`src/rtl/riscv_core_muldiv_iter_param.sv`:
```
// Iterative multiply/divide unit: BPC bits per cycle over XLEN-bit operands,
// with RISC-V div-by-zero/overflow semantics, early-out and flush.
`timescale 1ns/1ps

module riscv_core_muldiv_iter_param #(
   parameter int unsigned XLEN = 32,
   parameter int unsigned BPC  = 1
) (
   input  logic              clk,
   input  logic              reset,
   input  logic [2:0]        muldivreq_msg_fn,
   input  logic [XLEN-1:0]   muldivreq_msg_a,
   input  logic [XLEN-1:0]   muldivreq_msg_b,
   input  logic              muldivreq_val,
   output logic              muldivreq_rdy,
   output logic [2*XLEN-1:0] muldivresp_msg_result,
   output logic              muldivresp_val,
   input  logic              muldivresp_rdy,
   input  logic              flush,
   output logic              busy
);

   localparam int unsigned K  = XLEN / BPC;
   localparam int unsigned CW = (K > 1) ? $clog2(K) : 1;
   localparam logic [XLEN-1:0] SMIN = {1'b1, {(XLEN-1){1'b0}}};

   if (XLEN < 8 || (XLEN % 2) != 0 || !(BPC == 1 || BPC == 2 || BPC == 4) ||
       (XLEN % BPC) != 0) begin : g_bad_param
      $error("riscv_core_muldiv_iter_param: illegal XLEN/BPC combination");
   end

   typedef enum logic [2:0] {
      FN_MUL  = 3'd0,
      FN_DIV  = 3'd1,
      FN_DIVU = 3'd2,
      FN_REM  = 3'd3,
      FN_REMU = 3'd4
   } fn_e;

   typedef enum logic [1:0] {
      S_IDLE,
      S_CALC,
      S_FIX,
      S_DONE
   } state_e;

   state_e            state_q, state_d;
   logic [2*XLEN-1:0] acc_q, acc_d;
   logic [XLEN-1:0]   opb_q, opb_d;
   logic [CW-1:0]     cnt_q, cnt_d;
   logic              is_mul_q, is_mul_d;
   logic              neg_res_q, neg_res_d;
   logic              neg_rem_q, neg_rem_d;
   logic [2*XLEN-1:0] result_q, result_d;

   // Request decode: magnitudes and sign flags for the signed ops
   logic              req_mul, req_sdiv, req_udiv;
   logic              sign_a, sign_b;
   logic [XLEN-1:0]   abs_a, abs_b;
   logic              early;
   logic [2*XLEN-1:0] early_res;

   always_comb begin
      req_mul  = (muldivreq_msg_fn == FN_MUL);
      req_sdiv = (muldivreq_msg_fn == FN_DIV)  || (muldivreq_msg_fn == FN_REM);
      req_udiv = (muldivreq_msg_fn == FN_DIVU) || (muldivreq_msg_fn == FN_REMU);
      sign_a   = muldivreq_msg_a[XLEN-1] && (req_mul || req_sdiv);
      sign_b   = muldivreq_msg_b[XLEN-1] && (req_mul || req_sdiv);
      abs_a    = sign_a ? -muldivreq_msg_a : muldivreq_msg_a;
      abs_b    = sign_b ? -muldivreq_msg_b : muldivreq_msg_b;

      early     = 1'b0;
      early_res = '0;
      if (!(req_mul || req_sdiv || req_udiv)) begin
         early = 1'b1;
      end else if (req_mul && (muldivreq_msg_a == '0 || muldivreq_msg_b == '0)) begin
         early = 1'b1;
      end else if (!req_mul && muldivreq_msg_b == '0) begin
         early     = 1'b1;
         early_res = {muldivreq_msg_a, {XLEN{1'b1}}};
      end else if (req_sdiv && muldivreq_msg_a == SMIN && muldivreq_msg_b == '1) begin
         early     = 1'b1;
         early_res = {{XLEN{1'b0}}, muldivreq_msg_a};
      end
   end

   // One CALC cycle = BPC shift-add (mul) or restoring-subtract (div) steps
   logic [2*XLEN-1:0] step_acc;
   logic [XLEN:0]     add_sum;
   logic [XLEN:0]     rem_sh;
   logic [XLEN:0]     diff;

   always_comb begin
      // NOTE: every comb output gets a default first, so no latch is inferred.
      step_acc = acc_q;
      add_sum  = '0;
      rem_sh   = '0;
      diff     = '0;
      for (int i = 0; i < int'(BPC); i++) begin
         if (is_mul_q) begin
            add_sum  = {1'b0, step_acc[2*XLEN-1:XLEN]} +
                       (step_acc[0] ? {1'b0, opb_q} : {(XLEN+1){1'b0}});
            step_acc = {add_sum, step_acc[XLEN-1:1]};
         end else begin
            rem_sh = {step_acc[2*XLEN-1:XLEN], step_acc[XLEN-1]};
            diff   = rem_sh - {1'b0, opb_q};
            if (!diff[XLEN]) begin
               step_acc = {diff[XLEN-1:0], step_acc[XLEN-2:0], 1'b1};
            end else begin
               step_acc = {rem_sh[XLEN-1:0], step_acc[XLEN-2:0], 1'b0};
            end
         end
      end
   end

   // Sign correction applied in FIX
   logic [2*XLEN-1:0] fix_res;
   logic [XLEN-1:0]   quot, remd;

   always_comb begin
      quot = acc_q[XLEN-1:0];
      remd = acc_q[2*XLEN-1:XLEN];
      if (is_mul_q) begin
         fix_res = neg_res_q ? -acc_q : acc_q;
      end else begin
         fix_res = {(neg_rem_q ? -remd : remd), (neg_res_q ? -quot : quot)};
      end
   end

   assign muldivreq_rdy         = (state_q == S_IDLE) && !flush;
   assign muldivresp_val        = (state_q == S_DONE);
   assign busy                  = (state_q != S_IDLE);
   assign muldivresp_msg_result = result_q;

   always_comb begin
      state_d   = state_q;
      acc_d     = acc_q;
      opb_d     = opb_q;
      cnt_d     = cnt_q;
      is_mul_d  = is_mul_q;
      neg_res_d = neg_res_q;
      neg_rem_d = neg_rem_q;
      result_d  = result_q;

      if (flush) begin
         state_d = S_IDLE;
      end else begin
         unique case (state_q)
            S_IDLE: begin
               if (muldivreq_val && muldivreq_rdy) begin
                  is_mul_d  = req_mul;
                  neg_res_d = sign_a ^ sign_b;
                  neg_rem_d = sign_a && !req_mul;
                  acc_d     = {{XLEN{1'b0}}, (req_mul ? abs_b : abs_a)};
                  opb_d     = req_mul ? abs_a : abs_b;
                  cnt_d     = CW'(K - 1);
                  if (early) begin
                     result_d = early_res;
                     state_d  = S_DONE;
                  end else begin
                     state_d  = S_CALC;
                  end
               end
            end
            S_CALC: begin
               acc_d = step_acc;
               cnt_d = cnt_q - 1'b1;
               if (cnt_q == '0) begin
                  state_d = S_FIX;
               end
            end
            S_FIX: begin
               result_d = fix_res;
               state_d  = S_DONE;
            end
            S_DONE: begin
               if (muldivresp_rdy) begin
                  state_d = S_IDLE;
               end
            end
            default: state_d = S_IDLE;
         endcase
      end
   end

   // NOTE: sequential state uses non-blocking assignments only.
   always_ff @(posedge clk or negedge reset) begin
      if (!reset) begin
         state_q   <= S_IDLE;
         acc_q     <= '0;
         opb_q     <= '0;
         cnt_q     <= '0;
         is_mul_q  <= 1'b0;
         neg_res_q <= 1'b0;
         neg_rem_q <= 1'b0;
         result_q  <= '0;
      end else begin
         state_q   <= state_d;
         acc_q     <= acc_d;
         opb_q     <= opb_d;
         cnt_q     <= cnt_d;
         is_mul_q  <= is_mul_d;
         neg_res_q <= neg_res_d;
         neg_rem_q <= neg_rem_d;
         result_q  <= result_d;
      end
   end

endmodule

```
`config.mk`:
```
export PLATFORM = sky130hd
export DESIGN_NAME = riscv_core_muldiv_iter_param
export DESIGN_NICKNAME = d
export VERILOG_FILES = /design/src/rtl/riscv_core_muldiv_iter_param.sv
export SDC_FILE = /design/constraint.sdc
export NUM_CORES = 1
export LEC_CHECK = 0
export ABC_AREA = 0
export BUFFER_PORTS_ARGS = -buffer_cell sky130_fd_sc_hd__buf_2
export CAP_MARGIN = 20
export CORE_MARGIN = 3
export CORE_UTILIZATION = 35
export DETAILED_ROUTE_END_ITERATION = 16
export PLACE_DENSITY = 0.55
export SLEW_MARGIN = 20
export SYNTH_ARGS = -nofsm -noshare
export SYNTH_HDL_FRONTEND = slang
export SYNTH_SLANG_ARGS = --single-unit
```
`constraint.sdc`:
```
create_clock -name clk -period 4.3 [get_ports clk]
set_clock_uncertainty 0.1 [all_clocks]
set_input_delay 0.215 -clock clk [delete_from_list [all_inputs] [get_ports clk]]
set_output_delay 0.215 -clock clk [all_outputs]
set_load 0.005 [all_outputs]
```
== After elaboration in Yosys (flattened, before gate mapping) ==
Index checks and enable logic that the tools add are counted.
Widths: inputs -> output; s select.

* Reductions and logical operators: 28
* Mux-type cells: 32
* Bitwise operators: 2
* Eq/ne operators: 14
* Add/sub/neg operators: 8

{| class="wikitable"
|+ Operator list
! cell !! count
|-
| $mux 64 || 10
|-
| $mux 32 || 8
|-
| $pmux 64 s2 || 2
|-
| $neg 32->32 || 4
|-
| $eq 32x32->1 const B || 2
|-
| $logic_not 32->1 || 2
|-
| $neg 64->64 || 1
|-
| $add 32x32->33 || 1
|-
| $sub 33x32->33 || 1
|-
| $mux 2 || 5
|-
| $pmux 5 s2 || 1
|-
| $logic_and 1x1->1 || 9
|-
| $reduce_and 3->1 || 3
|-
| $pmux 2 s4 || 1
|-
| $eq 3x2->1 const B || 2
|-
| $reduce_bool 2->1 || 3
|-
| $logic_not 5->1 || 1
|-
| $logic_or 1x1->1 || 5
|-
| $mux 5 || 1
|-
| $sub 5x1->5 const B || 1
|-
| $eq 2x2->1 const B || 2
|-
| $mux 1 || 4
|-
| $reduce_and 4->1 || 1
|-
| $eq 3x1->1 const B || 1
|-
| 12 further kinds || 13
|}

* Flip-flop bits (word level): 170
* Output and inout port bits: 67
* Word-level logic and storage cells: 92

== Logic depth before layout (Yosys ltp) ==
Gate-level depths: netlist (run 1).

* Depth in word-level cells: 12
* Mapped depth: 14
* Gate-level depth less buffers: 13

== Worst setup path after synthesis (run 1) ==
Ideal clock, no wire load.

* Kind: reg2reg
* Start: register acc_q[31]
* End: register acc_q[32]
* Data required time: 4.074 ns
* Path buffers: 2
* Setup time: 0.126 ns
* Stages on the path, launching flop included: 15
* Data arrival time: 3.066 ns
* Setup slack: 1.008 ns
* Cells stage by stage: dfrtp_1 > clkbuf_1 > inv_1 > ha_1 > fa_1 > nand2b_1 > a21oi_1 > o211ai_1 > and2_0 > a311oi_1 > nand2_1 > clkbuf_1 > nand2_1 > o21ai_0 > a221o_1

* Longest elaborated chain between the ends: 4

{| class="wikitable"
|+ Ends and longest elaborated chain
! what !! RTL line !! text
|-
| start, declared || 48 || <nowiki>logic [2*XLEN-1:0] acc_q, acc_d;</nowiki>
|-
| start signal, assigned || 190 || <nowiki>acc_q <= '0;</nowiki>
|-
| start signal, assigned || 199 || <nowiki>acc_q <= acc_d;</nowiki>
|-
| $sub 33x32->33 || 106 || <nowiki>diff = rem_sh - {1'b0, opb_q};</nowiki>
|-
| $mux 64 (*) || 107 || <nowiki>if (!diff[XLEN]) begin</nowiki>
|-
| $mux 64 (*) || 100 || <nowiki>if (is_mul_q) begin</nowiki>
|-
| $pmux 64 s2 (*) || 148 || <nowiki>unique case (state_q)</nowiki>
|}

Every way passes the cells marked *; elsewhere a longest branch is shown, timed or not.
A chain may end at the register's enable or synchronous reset.

== Worst setup path after layout (run 1) ==
* Start: register acc_q[31]
* End: register acc_q[59]

* Longest elaborated chain between the ends: 4

{| class="wikitable"
|+ Ends and longest elaborated chain
! what !! RTL line
|-
| $sub 33x32->33 || 106
|-
| $mux 64 || 107
|-
| $mux 64 || 100
|-
| $pmux 64 s2 || 148
|}

No other way between the ends.

==> results of run 1 <==
## through the flow
step	hold slack, ns	instances	worst slack (ns)	power (W)	area [um^2]
after floorplan	-0.181	2034	1.01	0.00645	15500
final	0.0357	2730	0.477	0.0101	17600
after global placement	0.299	2679	0.575	0.00827	16900
after detailed placement	0.293	2679	0.542	0.00830	16900
after global routing	0.0472	2730	0.273	0.0107	17600
after CTS	0.00127	2730	0.504	0.00996	17600
## worst min-delay path: stages
cell and delay (ns):
buf_2 0.15, a22oi_1 0.11, o21ai_1 0.11
## layout by cell type, fill, tap and decap left out, types with 17 or more instances in the layout
cell           Yosys  routed
a211oi_1          34      34
a21o_1            28      28
a21oi_1          214     213
a22oi_1           50      50
and3_1            19      19
buf_2             10     137
buf_4              0      50
clkbuf_16          0      17
dfrtp_1          170     169
dlygate4sd3_1      0      19
ha_1              75      73
inv_1             63      63
mux2_2            28      28
mux2i_1           20      20
nand2_1          219     217
nand2b_1          21      21
nand3_1           31      31
nand4_1           17      17
nor2_1           213     213
nor3_1            47      46
nor4_1            22      22
o21ai_0          146     146
o21ai_1           60      60
o31ai_1           34      33
or3_1             19      18
xnor2_1          104     104
xor2_1            68      68
## routing by layer
metal | vias up | track usage, % | part of all wire (%)
met4 | 0 | 6.57 | 2.0
met5 | - | 0 | 0
met1 | 7730 | 38.9 | 48
met2 | 664 | 35.6 | 40
li1 | 7544 | - | -
met3 | 74 | 7.47 | 9.4
## worst max path at each step
stage	end	slack [ns]
after floorplan	acc_q[32]	1.01
after global placement	acc_q[56]	0.58
after detailed placement	acc_q[56]	0.54
after CTS	acc_q[59]	0.50
after global routing	acc_q[59]	0.27
final	acc_q[59]	0.48
## registers in the layout, indices dropped and copies added (netlist names)
register / flops
neg_res_q: 1
is_mul_q: 1
state_q: 2
neg_rem_q: 1
cnt_q: 5
acc_q: 64
opb_q: 32
muldivresp_msg_result: 64
## power by group through the flow
stage	Clock [W]	Sequential, W	Combinational, W
final	0.00161	0.00273	0.00571
after global routing	0.00168	0.00280	0.00624
after CTS	0.00164	0.00271	0.00560
after detailed placement	0	0.00274	0.00556
after global placement	0	0.00272	0.00555
after floorplan	0	0.00249	0.00396
## area by class of cell
| class | instances | area [um^2] |
|---|---|---|
| clock buffers | 17 | 425 |
| clock inverters | 15 | 154 |
| fillers | 4529 | 25800 |
| inverters | 63 | 236 |
| multi-input cells | 1672 | 10500 |
| flip-flops and latches | 170 | 4260 |
| well taps | 585 | 732 |
| repair buffers | 208 | 1280 |
## cell families after synthesis
logic type,Yosys count,synth area share [%]
AO/OA/AOI/OAI,692,27.4
AND/OR/NAND/NOR,682,20.8
buffers and inverters,192,4.92
XOR/XNOR,173,9.82
flip-flops,170,27.4
adder cells (fa/ha/maj),77,6.31
multiplexers,48,3.33
==> results.yml, run 1 <==
status:
  status: "finished, final reports clean"
hold_path:
  worstHoldStart: "muldivreq_msg_a[18]"
  whs_endpoint: "muldivresp_msg_result[50]"
  min_path_type: "in -> reg"
  timing.hold.worst_path_depth: 3
worst_setup_path:
  r2r_cells: 13
  arrival_ns: 4.16
  r2r_end: "acc_q[59]"
  r2r_setup_slack_ns: 0.48
  end_kind: "register"
  cp-start-kind: "register"
  r2r-start: "acc_q[31]"
  crit_chain: "inv_1, ha_1, fa_1, nand2b_1, a21oi_1, o211ai_1, and2_0, a311oi_1, nand2_2, buf_4, a2111o_1, a21o_1, nand3_1"
  worst_ep_required_time_ns: 4.64
  cp_slowest_stage_delay_ns: 0.53
  slowest_stage: "dfrtp_1"
  critical_path_depth: 13
  cp-startpoint: "acc_q[31]"
  critPathKind: "reg -> reg"
  path_buf_inv: 2
  crit_family: "compound AO/OA/AOI/OAI gates"
  cp_max_fo: 44
synth:
  synth_warnings: 0
  synth_common_cells: "nand2_1 (219), a21oi_1 (214), nor2_1 (213), dfrtp_1 (170), o21ai_0 (146)"
  ys_ff_latch: 170
  synth_top_cells_by_area: "dfrtp_1 (27%), a21oi_1 (6.9%), ha_1 (6.1%)"
  synth_edf_count: 0
  synth_top_area_cell: "dfrtp_1"
  synthArstFlopShare_pct: 100
  synthFlopType: "dfrtp_1"
  ys_types: 85
  synth_most_common_cell: "nand2_1"
  synth_area_per_cell_um2: 7.62
  syn_inst: 2034
  yosysTopAreaCellShare_pct: 27.4
  syn_nets: 2183
  synth_seq_area_share_pct: 27.4
  synth_area_um2: 15500
grt:
  grt_usage_pct: 25.8
  grt_overflow: 0
  grt_pass1_wl_um: 92200
  grt_pass1_vias: 14717
  grt_max_degree: 103
  antenna_found_initial: 0
finish:
  fin_util_pct: 40.6
  syn2layout_area_growth_pct: 13.7
  nets: 2281
  diodes: 0
  drive_above_1_share_pct: 13.7
power_and_ir_drop:
  clockPowerShare_pct: 16.0
  p_leak_nw: 7.74
  comb_power_share_pct: 56.8
  p_sw_share_pct: 50.5
  vdd_drop_max_mv: 0.345
  p_seq_share_pct: 27.2
  cellPowerDensity_nw_per_um2: 571
  power.internal_w: 0.00498
  power.switching_w: 0.00508
clock_tree:
  post_cts_buffers: 0
  ctsHtreeMaxLevel: 4
  ctsHoldBuffers: 19
  insertion_delay_ns: 0.50
  cts.sinks: 170
  clk_pin_slew_ns: 0.08
  ctsLongestPathBuffers: 2
  tritoncts: "yes"
  cts_resized: 0
  cts-root-buf: "clkbuf_16"
  numCtsBuffers: 17
drt:
  first_pass_iters: 6
  wl_per_cell_um: 22.6
  routed_via_density: 5.87
  drt_iter0_drc: 1644
  post-route-drc-count: 0
  routed_wl_um: 61600
  ant_nets: 0
  vias: 16012
floorplanning:
  row_count: 76
  ios: 139
  coreArea_um2: 43500
  die_h_um: 216
  initial_core_util_pct: 35.7
  die_x_um: 216
  die-area_um2: 46900
timing:
  max_freq_mhz: 262
  period_minus_slack_ns: 3.82
  slew_viol_final: 0
  hold_viol: 0
  fin_setup_tns_ns: 0
  setup_viol: 0
  tightest_slew_ns: 0.998
  slew_headroom_pct: 33.3
  min_period_over_period_pct: 88.9
  grt_setup_unrepaired: "false"
placement:
  io_buffer_count: 138
  globalplace.congestion: 0.965
  dp_hpwl_um: 48300
job:
  maxCapViolCount: 0
Power figures use the tool's default switching activity.
==> run 2: changes to the inputs <==
--- a/config.mk
+++ b/config.mk
@@ -11,7 +11,7 @@
 export CORE_MARGIN = 3
 export CORE_UTILIZATION = 35
 export DETAILED_ROUTE_END_ITERATION = 16
-export PLACE_DENSITY = 0.55
+export PLACE_DENSITY = 0.57
 export SLEW_MARGIN = 20
 export SYNTH_ARGS = -nofsm -noshare
 export SYNTH_HDL_FRONTEND = slang
==> constraint.sdc (replaced) <==
create_clock -name clk -period 3.1 [get_ports clk]
set_clock_uncertainty 0.1 [all_clocks]
set_input_delay 0.155 -clock clk [delete_from_list [all_inputs] [get_ports clk]]
set_output_delay 0.155 -clock clk [all_outputs]
set_load 0.005 [all_outputs]
==> run 2 against run 1 <==
Against the previous run: the run now ends with negative hold slack, negative setup slack left; final cell count grew 11%; largest cell class unchanged; routed wire length up 6.3%; total power rose by 64%; clock power is 58% higher; maximum frequency is 17% higher; sequential share of layout area down 4.1 points; first-iteration DRC count up 1.1%; via count up 9.1%.
==> results.yml, run 2 (same netlist as run 1, synthesis figures left out) <==
status:
  status: "complete, but fails checks"
  violations: "negative hold slack, negative setup slack"
floorplanning:
  initial_core_util_pct: 35.7
  die_h_um: 216
  die_x_um: 216
  coreArea_um2: 43500
  row_count: 76
  ios: 139
  die-area_um2: 46900
finish:
  instances_no_fill: 3030
  syn2layout_area_growth_pct: 36.9
  layout_common_cells: "buf_4 (314), nand2_1 (214), nor2_1 (195)"
  nets: 2581
  final_common_cell: "buf_4"
  diodes: 0
  drive_above_1_share_pct: 30.6
clock_tree:
  clk_pin_slew_ns: 0.08
  tritoncts: "yes"
  ctsHtreeMaxLevel: 4
  insertion_delay_ns: 0.48
  ctsLongestPathBuffers: 2
  cts-root-buf: "clkbuf_16"
  numCtsBuffers: 17
  cts.sinks: 170
worst_setup_path:
  cp_common_cell: "buf_6"
  arrival_ns: 3.52
  cp-start-kind: "register"
  end_kind: "register"
  worst_ep_required_time_ns: 3.36
  slowest_stage: "or4_4"
  cp_slowest_stage_delay_ns: 0.60
  cp_max_fo: 4
  critPathKind: "reg -> reg"
  crit_chain: "buf_6, or3_4, or3_4, buf_6, or4_4, buf_6, nor4_4, a211oi_2, xor2_1, a22oi_1, o21ai_1"
drt:
  vias: 17470
  post-route-drc-count: 0
  routed_wl_um: 65500
  ant_nets: 0
  drt_iter0_drc: 1662
  wl_per_cell_um: 21.6
  routed_via_density: 5.77
  first_pass_iters: 5
timing:
  setup_viol: 22
  max_freq_mhz: 306
  grt_setup_unrepaired: "true"
  tightest_slew_ns: 0.734
  fin_setup_tns_ns: -1.09
  min_period_over_period_pct: 105
  slew_headroom_pct: 51.1
  timing.final.ws_setup_ns: -0.164
  period_minus_slack_ns: 3.26
  slew_viol_final: 0
  worst_hold_slack_ns: -0.00125
  hold_viol: 1
hold_path:
  min_path_type: "in -> reg"
power_and_ir_drop:
  p_leak_nw: 9.58
  vdd_drop_max_mv: 0.571
  cellPowerDensity_nw_per_um2: 776
placement:
  dp_hpwl_um: 50900
  dp.cells: 2945
  io_buffer_count: 138
  globalplace.congestion: 0.967
grt:
  grt_max_degree: 74
  grt_pass1_wl_um: 97300
  grt_usage_pct: 26.8
  antenna_found_initial: 0
  grt_pass1_vias: 16111
  grt_overflow: 0
job:
  maxCapViolCount: 0
[run 2: power breakdown]
group          switching, W  internal, W
Sequential         0.000490      0.00291
Clock               0.00108      0.00147
Combinational       0.00612      0.00440
[run 2: layout make-up]
cell class | instances | area, um^2
multi-input combinational | 1672 | 11500
inverter | 63 | 236
clock inverter | 15 | 254
timing repair buffer | 508 | 3800
sequential | 170 | 4260
tap | 585 | 732
fill | 4263 | 22200
clock buffer | 17 | 425
[run 2: critical path: cells and delay by family (launching register included)]
| kind | cells | cell delay (ns) |
|---|---|---|
| buf+inv | 3 | 0.46 |
| compound gates | 3 | 0.37 |
| flops | 1 | 0.43 |
| simple gates | 4 | 1.55 |
| xor+xnor | 1 | 0.21 |
[run 2: worst paths after layout]
kind,start,endpoint,slack (ns),cells past startpoint
max in group asynchronous,reset,acc_q[8],1.81,3
min,muldivreq_msg_a[17],muldivresp_msg_result[49],-0.001,3
max,acc_q[0],muldivresp_msg_result[53],-0.16,11
min reg2reg,opb_q[30],opb_q[30],0.38,2
min in group asynchronous,reset,acc_q[59],0.16,2
max reg2reg,acc_q[0],muldivresp_msg_result[53],-0.16,11
[run 2: metal layers]
metal / vias up / routed length, um / global-route usage [%]
li1: 8161 / - / -
met1: 8451 / 31000 / 40.4
met2: 766 / 28100 / 40.3
met3: 92 / 4770 / 3.31
met4: 0 / 1580 / 7.07
met5: - / 0 / 0
[run 2: repair_timing]
item,4_1_cts,5_1_grt
endpoints found under the hold margin,91,0
setup endpoints to repair,44,55
pin swaps,20,109
buffers inserted,6,24
hold buffers,22,0
gates cloned,0,5
resized for setup,60,203
[run 2: stage by stage]
step | total power [W] | setup WS, ns | instance area [um^2] | utilization (%)
6_report | 0.0165 | -0.164 | 21200 | 48.8
2_1_floorplan | 0.00896 | 0.0171 | 15500 | -
4_1_cts | 0.0156 | -0.159 | 20200 | 46.4
5_1_grt | 0.0175 | -0.221 | 21200 | 48.8
3_5_place_dp | 0.0128 | -0.403 | 19000 | 43.6
3_3_place_gp | 0.0127 | -0.361 | 19000 | 43.6
